--- src/rtl/minterm_pkg.sv ---
// Shared definitions for the minterm sweep unit: FSM states and the legal
// range of the function input count.
package minterm_pkg;

  localparam int N_MIN = 2;
  localparam int N_MAX = 6;

  typedef enum logic [1:0] {
    LOAD  = 2'd0,
    READY = 2'd1,
    SWEEP = 2'd2
  } state_t;

endpackage

--- src/rtl/minterm_table.sv ---
// K-bit truth-table storage: one indexed write port and two combinational
// read ports (point evaluation and sweep).
module minterm_table
  import minterm_pkg::*;
#(
  parameter int N = 4
) (
  input  logic         clk,
  input  logic         reset,
  input  logic         we,
  input  logic [N-1:0] wr_addr,
  input  logic         wr_bit,
  input  logic [N-1:0] eval_addr,
  output logic         eval_bit,
  input  logic [N-1:0] sweep_addr,
  output logic         sweep_bit
);

  localparam int K = 1 << N;

  logic [K-1:0] tbl;

  always_ff @(posedge clk) begin
    if (reset) begin
      tbl <= '0;
    end else if (we) begin
      tbl[wr_addr] <= wr_bit;
    end
  end

  assign eval_bit  = tbl[eval_addr];
  assign sweep_bit = tbl[sweep_addr];

endmodule

--- src/rtl/minterm_sweep_unit.sv ---
// Truth-table function unit: serial mask load, one-cycle point evaluation and
// an autonomous sweep of all 2^N minterms that counts the on-set.
module minterm_sweep_unit
  import minterm_pkg::*;
#(
  parameter int N = 4
) (
  input  logic         clk,
  input  logic         reset,
  input  logic         load_valid,
  input  logic         load_bit,
  output logic         load_ready,
  output logic         table_ok,
  input  logic         eval_valid,
  input  logic [N-1:0] eval_in,
  output logic         f,
  output logic         f_valid,
  input  logic         start,
  output logic         busy,
  output logic [N-1:0] sweep_idx,
  output logic         sweep_f,
  output logic         sweep_valid,
  output logic         done,
  output logic [N:0]   ones_count
);

  localparam int K = 1 << N;

  if (N < N_MIN || N > N_MAX) begin : g_bad_n
    $error("minterm_sweep_unit: N=%0d outside %0d..%0d", N, N_MIN, N_MAX);
  end

  state_t       state, state_nxt;
  logic [N-1:0] ld_cnt;
  logic [N:0]   sw_cnt;
  logic [N:0]   acc;
  logic         f_p1;
  logic         vld_p1;
  logic         done_p1;
  logic         eval_bit;
  logic         sweep_bit;

  logic         load_acc;
  logic         reload;
  logic         eval_acc;
  logic         start_acc;
  logic         last_ld;
  logic         last_beat;
  logic [N-1:0] wr_addr;

  // A load in READY always wins over eval and start presented with it.
  assign load_acc  = load_valid && (state != SWEEP);
  assign reload    = load_valid && (state == READY);
  assign eval_acc  = eval_valid && (state == READY) && !load_valid;
  assign start_acc = start && (state == READY) && !load_valid;
  assign last_ld   = load_valid && (state == LOAD) && (ld_cnt == N'(K - 1));
  assign last_beat = (state == SWEEP) && (sw_cnt == (N + 1)'(K - 1));
  assign wr_addr   = reload ? '0 : ld_cnt;

  minterm_table #(.N(N)) u_table (
    .clk        (clk),
    .reset      (reset),
    .we         (load_acc),
    .wr_addr    (wr_addr),
    .wr_bit     (load_bit),
    .eval_addr  (eval_in),
    .eval_bit   (eval_bit),
    .sweep_addr (sw_cnt[N-1:0]),
    .sweep_bit  (sweep_bit)
  );

  always_ff @(posedge clk) begin
    if (reset) begin
      state <= LOAD;
    end else begin
      state <= state_nxt;
    end
  end

  always_comb begin
    state_nxt = state;
    case (state)
      LOAD:    if (last_ld) state_nxt = READY;
      READY: begin
        if (load_valid) begin
          state_nxt = LOAD;
        end else if (start) begin
          state_nxt = SWEEP;
        end
      end
      SWEEP:   if (last_beat) state_nxt = READY;
      default: state_nxt = LOAD;
    endcase
  end

  // Stage p1: counters, accumulator and registered results.
  always_ff @(posedge clk) begin
    if (reset) begin
      ld_cnt     <= '0;
      sw_cnt     <= '0;
      acc        <= '0;
      table_ok   <= 1'b0;
      f_p1       <= 1'b0;
      vld_p1     <= 1'b0;
      done_p1    <= 1'b0;
      ones_count <= '0;
    end else begin
      vld_p1  <= eval_acc;
      done_p1 <= last_beat;
      if (eval_acc) begin
        f_p1 <= eval_bit;
      end

      if (reload) begin
        ld_cnt   <= N'(1);
        table_ok <= 1'b0;
      end else if (load_acc) begin
        ld_cnt <= ld_cnt + N'(1);
        if (last_ld) begin
          table_ok <= 1'b1;
        end
      end

      if (start_acc) begin
        sw_cnt <= '0;
        acc    <= '0;
      end else if (state == SWEEP) begin
        acc <= acc + (N + 1)'(sweep_bit);
        if (last_beat) begin
          sw_cnt     <= '0;
          ones_count <= acc + (N + 1)'(sweep_bit);
        end else begin
          sw_cnt <= sw_cnt + (N + 1)'(1);
        end
      end
    end
  end

  assign load_ready  = (state != SWEEP);
  assign busy        = (state == SWEEP);
  assign sweep_valid = busy;
  assign sweep_idx   = busy ? sw_cnt[N-1:0] : '0;
  assign sweep_f     = busy & sweep_bit;
  assign f           = f_p1;
  assign f_valid     = vld_p1;
  assign done        = done_p1;

endmodule

--- config.mk ---
export PLATFORM = sky130hd
export DESIGN_NAME = minterm_sweep_unit
export DESIGN_NICKNAME = d
export VERILOG_FILES = /design/src/rtl/minterm_pkg.sv /design/src/rtl/minterm_table.sv /design/src/rtl/minterm_sweep_unit.sv
export SDC_FILE = /design/constraint.sdc
export NUM_CORES = 1
export LEC_CHECK = 0
export CORE_UTILIZATION = 60
export CTS_CLUSTER_DIAMETER = 150
export CTS_CLUSTER_SIZE = 8
export DETAILED_ROUTE_END_ITERATION = 10
export GPL_TIMING_DRIVEN = 1
export PLACE_DENSITY = 0.85
export SLEW_MARGIN = 20
export SYNTH_ARGS = -nofsm -noshare
export SYNTH_HDL_FRONTEND = slang
export SYNTH_SLANG_ARGS = --single-unit
--- constraint.sdc ---
create_clock -name clk -period 3.9 [get_ports clk]
set_clock_uncertainty 0.2 [all_clocks]
set_input_delay 0.39 -clock clk [delete_from_list [all_inputs] [get_ports clk]]
set_output_delay 0.39 -clock clk [all_outputs]
set_load 0.01 [all_outputs]
* After elaboration in Yosys (flattened, before gate mapping)
Cells that the tools add are included.
W data, S select, Z words.
** Storage, ports and cells
- Register bits :: 41
- Bits of input ports :: 10
- Output and inout bits :: 17
- Logic and storage cells :: 63
** Cells by class
- $add $sub $neg :: 3
- Magnitude comparators :: 4
- Equality and inequality tests :: 8
- Muxes and demuxes :: 17
- Bitwise gates (word level) :: 2
- Reduce and logical (&&, ||, !) cells :: 18
** Operators with widths (number)
- $bwmux W16 :: 1
- $lt A4 B5 Y1 const B :: 3
- $logic_and A1 B1 Y1 :: 10
- $bmux W1 S4 :: 2
- $mux W2 :: 4
- $mux W4 :: 2
- $pmux W2 S3 :: 1
- $reduce_and A3 Y1 :: 2
- $add A5 B1 Y5 :: 1
- $add A5 B1 Y5 const B :: 1
- $eq A5 B4 Y1 const B :: 1
- $mux W1 :: 5
- $mux W5 :: 1
- $add A4 B1 Y4 const B :: 1
- $demux W1 S4 :: 1
- $eq A4 B4 Y1 const B :: 1
- $ge A4 B1 Y1 const B :: 1
- $ne A2 B2 Y1 const B :: 2
- $reduce_or A2 Y1 :: 2
- $ne A3 B3 Y1 const B :: 1
- $eq A2 B1 Y1 const B :: 1
- $eq A2 B2 Y1 const B :: 1
- $logic_not A2 Y1 :: 1
- $ne A2 B1 Y1 const B :: 1
- other kinds (5) :: 5

* Logic depth before layout (Yosys ltp)
- Word-level depth :: 8
- Gate-level depth with buffers :: 11
- Gate-level depth less buffers :: 10

* Modules after synthesis
A second synthesis with hierarchy kept.
** Second synthesis, totals
- Cells, all modules :: 242
- Area total of the unflattened synthesis :: 2274.7 um^2
** Modules (own cells, without submodules)
- minterm_sweep_unit :: times used 1, cells an instance 137, area an instance 1246.2 um^2, seq. area each 500.5 um^2
- minterm_table :: times used 1, cells an instance 105, area an instance 1028.5 um^2, seq. area each 320.3 um^2

* Worst setup path after synthesis
OpenSTA, ideal clock, no wires.
- Kind :: reg-to-reg
- From :: register sw_cnt[0]
- To :: register ones_count[4]
- Library setup time :: 0.086 ns
- Arrival :: 2.190 ns
- Data required time :: 3.614 ns
- Setup slack :: 1.424 ns
- Cell stages (with the launch flop) :: 11
- Buffers on the path :: 1
- Clock period less this slack :: 2.476 ns
- Path through :: dfxtp_1 -> buf_2 -> mux4_2 -> nor2b_1 -> a211oi_2 -> a21oi_1 -> ha_1 -> ha_1 -> nand3_1 -> xor2_1 -> a211oi_1
** Between the ends
- Longest elaborated chain between the ends :: 3
** Ends and longest elaborated chain
- start, declared :: line minterm_sweep_unit.sv:35 : logic [N:0] sw_cnt;
- start signal, assigned :: line minterm_sweep_unit.sv:133 : sw_cnt <= sw_cnt + (N + 1)'(1);
- $bmux W1 S4 or $eq A5 B4 Y1 (tied branches) :: line minterm_table.sv:32, minterm_sweep_unit.sv:57
- $mux W1 (not written as such) or $logic_and A1 B1 Y1 (tied branches) :: line minterm_table.sv:32, minterm_sweep_unit.sv:57
- $add A5 B1 Y5 or $reduce_and A3 Y1 (tied branches)
- end signal, assigned :: line minterm_sweep_unit.sv:131 : ones_count <= acc + (N + 1)'(sweep_bit);
- end, declared :: line minterm_sweep_unit.sv:24 : output logic [N:0] ones_count
Parallel ways exist; a longest one is shown, timed or not. The select of a mux whose other input is x is not followed.
A chain may end at the register's enable or synchronous reset.

* Final worst setup path
- From :: register state[1]
- To :: output sweep_f
** Between the ends
- Longest elaborated chain between the ends :: 2
** Ends and longest elaborated chain
- start, declared :: line minterm_sweep_unit.sv:33 : state_t state, state_nxt;
- start signal, assigned :: line minterm_sweep_unit.sv:76 : state <= state_nxt;
- $eq A2 B2 Y1 :: line minterm_sweep_unit.sv:140 : assign busy = (state == SWEEP);
- $and A1 B1 Y1 :: line minterm_sweep_unit.sv:143 : assign sweep_f = busy & sweep_bit;
- end, declared :: line minterm_sweep_unit.sv:21 : output logic sweep_f,
Every way passes these cells.

==> impl_metrics.toml <==
[sta]
period_needed_ns = 3.19
hold_viol = 0
drv_slew = 0
rsz0062_at_grt = "false"
setup_viol = 0
setup-tns-final_ns = 0
fin_crit_sh_pct = 81.7
fmax_mhz = 314
worst_pin_slew_ns = 0.665
relSlewSlack_pct = 55.6

[status]
status = "finished, final reports clean"

[setup_path]
r2r-end = "acc[4]"
reg2reg_slack_ns = 1.16
cp.arrival_ns = 2.60
crit_start = "state[1]"
worst-path-buf-inv = 2
crit_path_top_delay_cell = "nor2b_4"
worst_r2r_path_depth = 10
worstPathCellList = "nor2b_4 > inv_2 > a211oi_1 > clkdlybuf4s50_1"
cp_data_required_time_ns = 3.31
reg2reg_from = "sw_cnt[0]"
critical_path_class = "reg -> out"
crit_path_max_fanout = 27
crit_path_end_kind = "output port"
crit_family = "buffers and inverters"
worstSetupStartpointType = "flop"
slowest_delay_ns = 0.63

[place]
routabilityCongestion = 0.834
io_buffers = 26
post-dp-hpwl_um = 3370
dpl_cell_area_mm2 = 0.00249

[clocking]
cts_resized = 0
clk_pin_slew_ns = 0.08
h-tree-depth = 2
cts_buffer_depth = 2
root_buffer = "clkbuf_8"
clock_sinks = 41
post_cts_buffers = 0
clock_latency_ns = 0.29
numCtsBuffers = 5
tritoncts = "yes"
postCtsHoldBufs = 0

[logic_synthesis]
yosysWarnings = 0
syn_nets = 254
synth_top_area_cell = "dfxtp_1"
syn_area_mm2 = 0.00228
async_flop_share_pct = 0
synthTopCellsByCount = "41 x dfxtp_1, 29 x nor2_1, 20 x mux2i_1, 15 x nand2_1"
syn_inst = 240
synth_area_per_cell_um2 = 9.52
ys_seq_area_share_pct = 35.9
synth_edf_count = 0
synth_top_area_share_pct = 35.9
yosys_register_bits = 41
synth.top_cells.by_area = "dfxtp_1 36%, mux2i_1 8.8%, mux4_2 5.9%, nor2_1 4.8%, nor4_2 4.4%"
synth_ff_type = "dfxtp_1"
ys_types = 52
yosys.cell_count.top_type = "dfxtp_1"

[floorplanning]
die_w_um = 63.7
dieArea_mm2 = 0.00406
io_pins = 27
dieHeight_um = 63.7
core_mm2 = 0.00366
rows = 22
start_util_pct = 62.4

[global_route]
grt_pass1_wl_um = 8000
grt_pass1_vias = 1685
antenna_found_initial = 0
grt_max_degree = 30
grt.overflow.total = 0
grt_usage_pct = 25.6

[routing]
avgRoutedWirePerCell_um = 15.8
drt_iter0_drc = 104
wl_um = 4820
highest_layer = "met4"
route.met2.wl_um = 2360
wl_met3_um = 256
wl_met1_um = 2110
drc = 0
drt.antenna.violating_nets = 0
vias_per_cell = 6.02
vias = 1835
firstDrtPassIters = 4

[run]
drv_cap = 0

[pwr]
p_per_area_mw_per_mm2 = 319
peakVddDrop_mv = 0.239
p_leak_uw = 0.000888

[hold_path]
hp-start = "sw_cnt[4]"
whs_endpoint = "sw_cnt[4]"
hp-class = "reg -> reg"
min_path_cells = 2

[layout]
diodes = 0
register_area_um2 = 821
fin_nets = 270
fillers = 288
multiInputGateArea_mm2 = 0.00132
drive_gt1_share_pct = 12.5
stdcell_area_mm2 = 0.00261
area_growth_pct = 14.3
[layout make-up]
type	count	area share, %
repair buffers	27	10.3
flip-flops and latches	41	31.4
clock buffers	7	3.31
inverters	6	0.862
multi-input cells	175	50.7
well taps	48	2.30
clock inverters	1	1.15
[state kept, by name (all words and copies together) (netlist names)]
signal / flops
ones_count: 5
state: 2
u_table.tbl: 16
table_ok: 1
sw_cnt: 5
done: 1
f_valid: 1
f: 1
acc: 5
ld_cnt: 4
[how the worst max path moves through the flow]
stage / slack [ns] / depth (start not counted) / to
3_3_place_gp: 1.13 / 4 / sweep_f
4_1_cts: 0.74 / 4 / sweep_f
5_1_grt: 0.57 / 4 / sweep_f
3_5_place_dp: 1.10 / 4 / sweep_f
6_report: 0.71 / 4 / sweep_f
2_1_floorplan: 1.42 / 10 / ones_count[4]
[metrics by stage]
stage	setup WS [ns]	utilization (%)	total power [uW]	hold WS, ns	cells
floorplan	1.42	-	475	0.212	240
global placement	1.13	68.1	494	0.221	297
detailed placement	1.10	68.1	495	0.236	297
CTS	0.735	71.3	840	0.247	305
global route	0.565	71.3	867	0.289	305
finish	0.712	71.3	834	0.250	305
[cells by family (layout without fill, tap and decap cells)]
family          count (synthesis)  in the layout  share of synthesized area [%]
buf+inv                        24             41                           6.13
fa+ha+maj                       6              6                           3.07
flops                          41             41                           35.9
xor+xnor                        9              9                           3.45
simple gates                  102            102                           26.5
mux                            29             29                           16.2
compound gates                 29             29                           8.76
[per-layer routing]
metal	global-route usage, %	vias to the layer above
met5	0	-
met3	5.43	11
li1	-	898
met4	9.09	0
met2	41.4	55
met1	33.5	871
[power by group]
part           internal, uW  leakage (uW)  switching, uW  total, uW
registers               422      0.000331           6.04        428
clock network           209     0.0000585            139        348
logic                  26.7      0.000499           31.2       57.9
[tightest hold or removal path: stages, from the launching register on]
cell and delay, ns:
dfxtp_1 0.32, inv_1 0.05, a311oi_1 0.04
[layout by cell type, fill, tap and decap left out, types with 6 or more instances in the layout]
cell	instances
dfxtp_1	41
nor2_1	29
clkdlybuf4s50_1	26
mux2i_1	20
nand2_1	15
a21oi_1	10
nand3_1	10
nor4_2	8
a211oi_1	7
mux4_2	6
nor4_1	6
clkbuf_8	6
No activity file was read; power rests on OpenSTA's default activity.
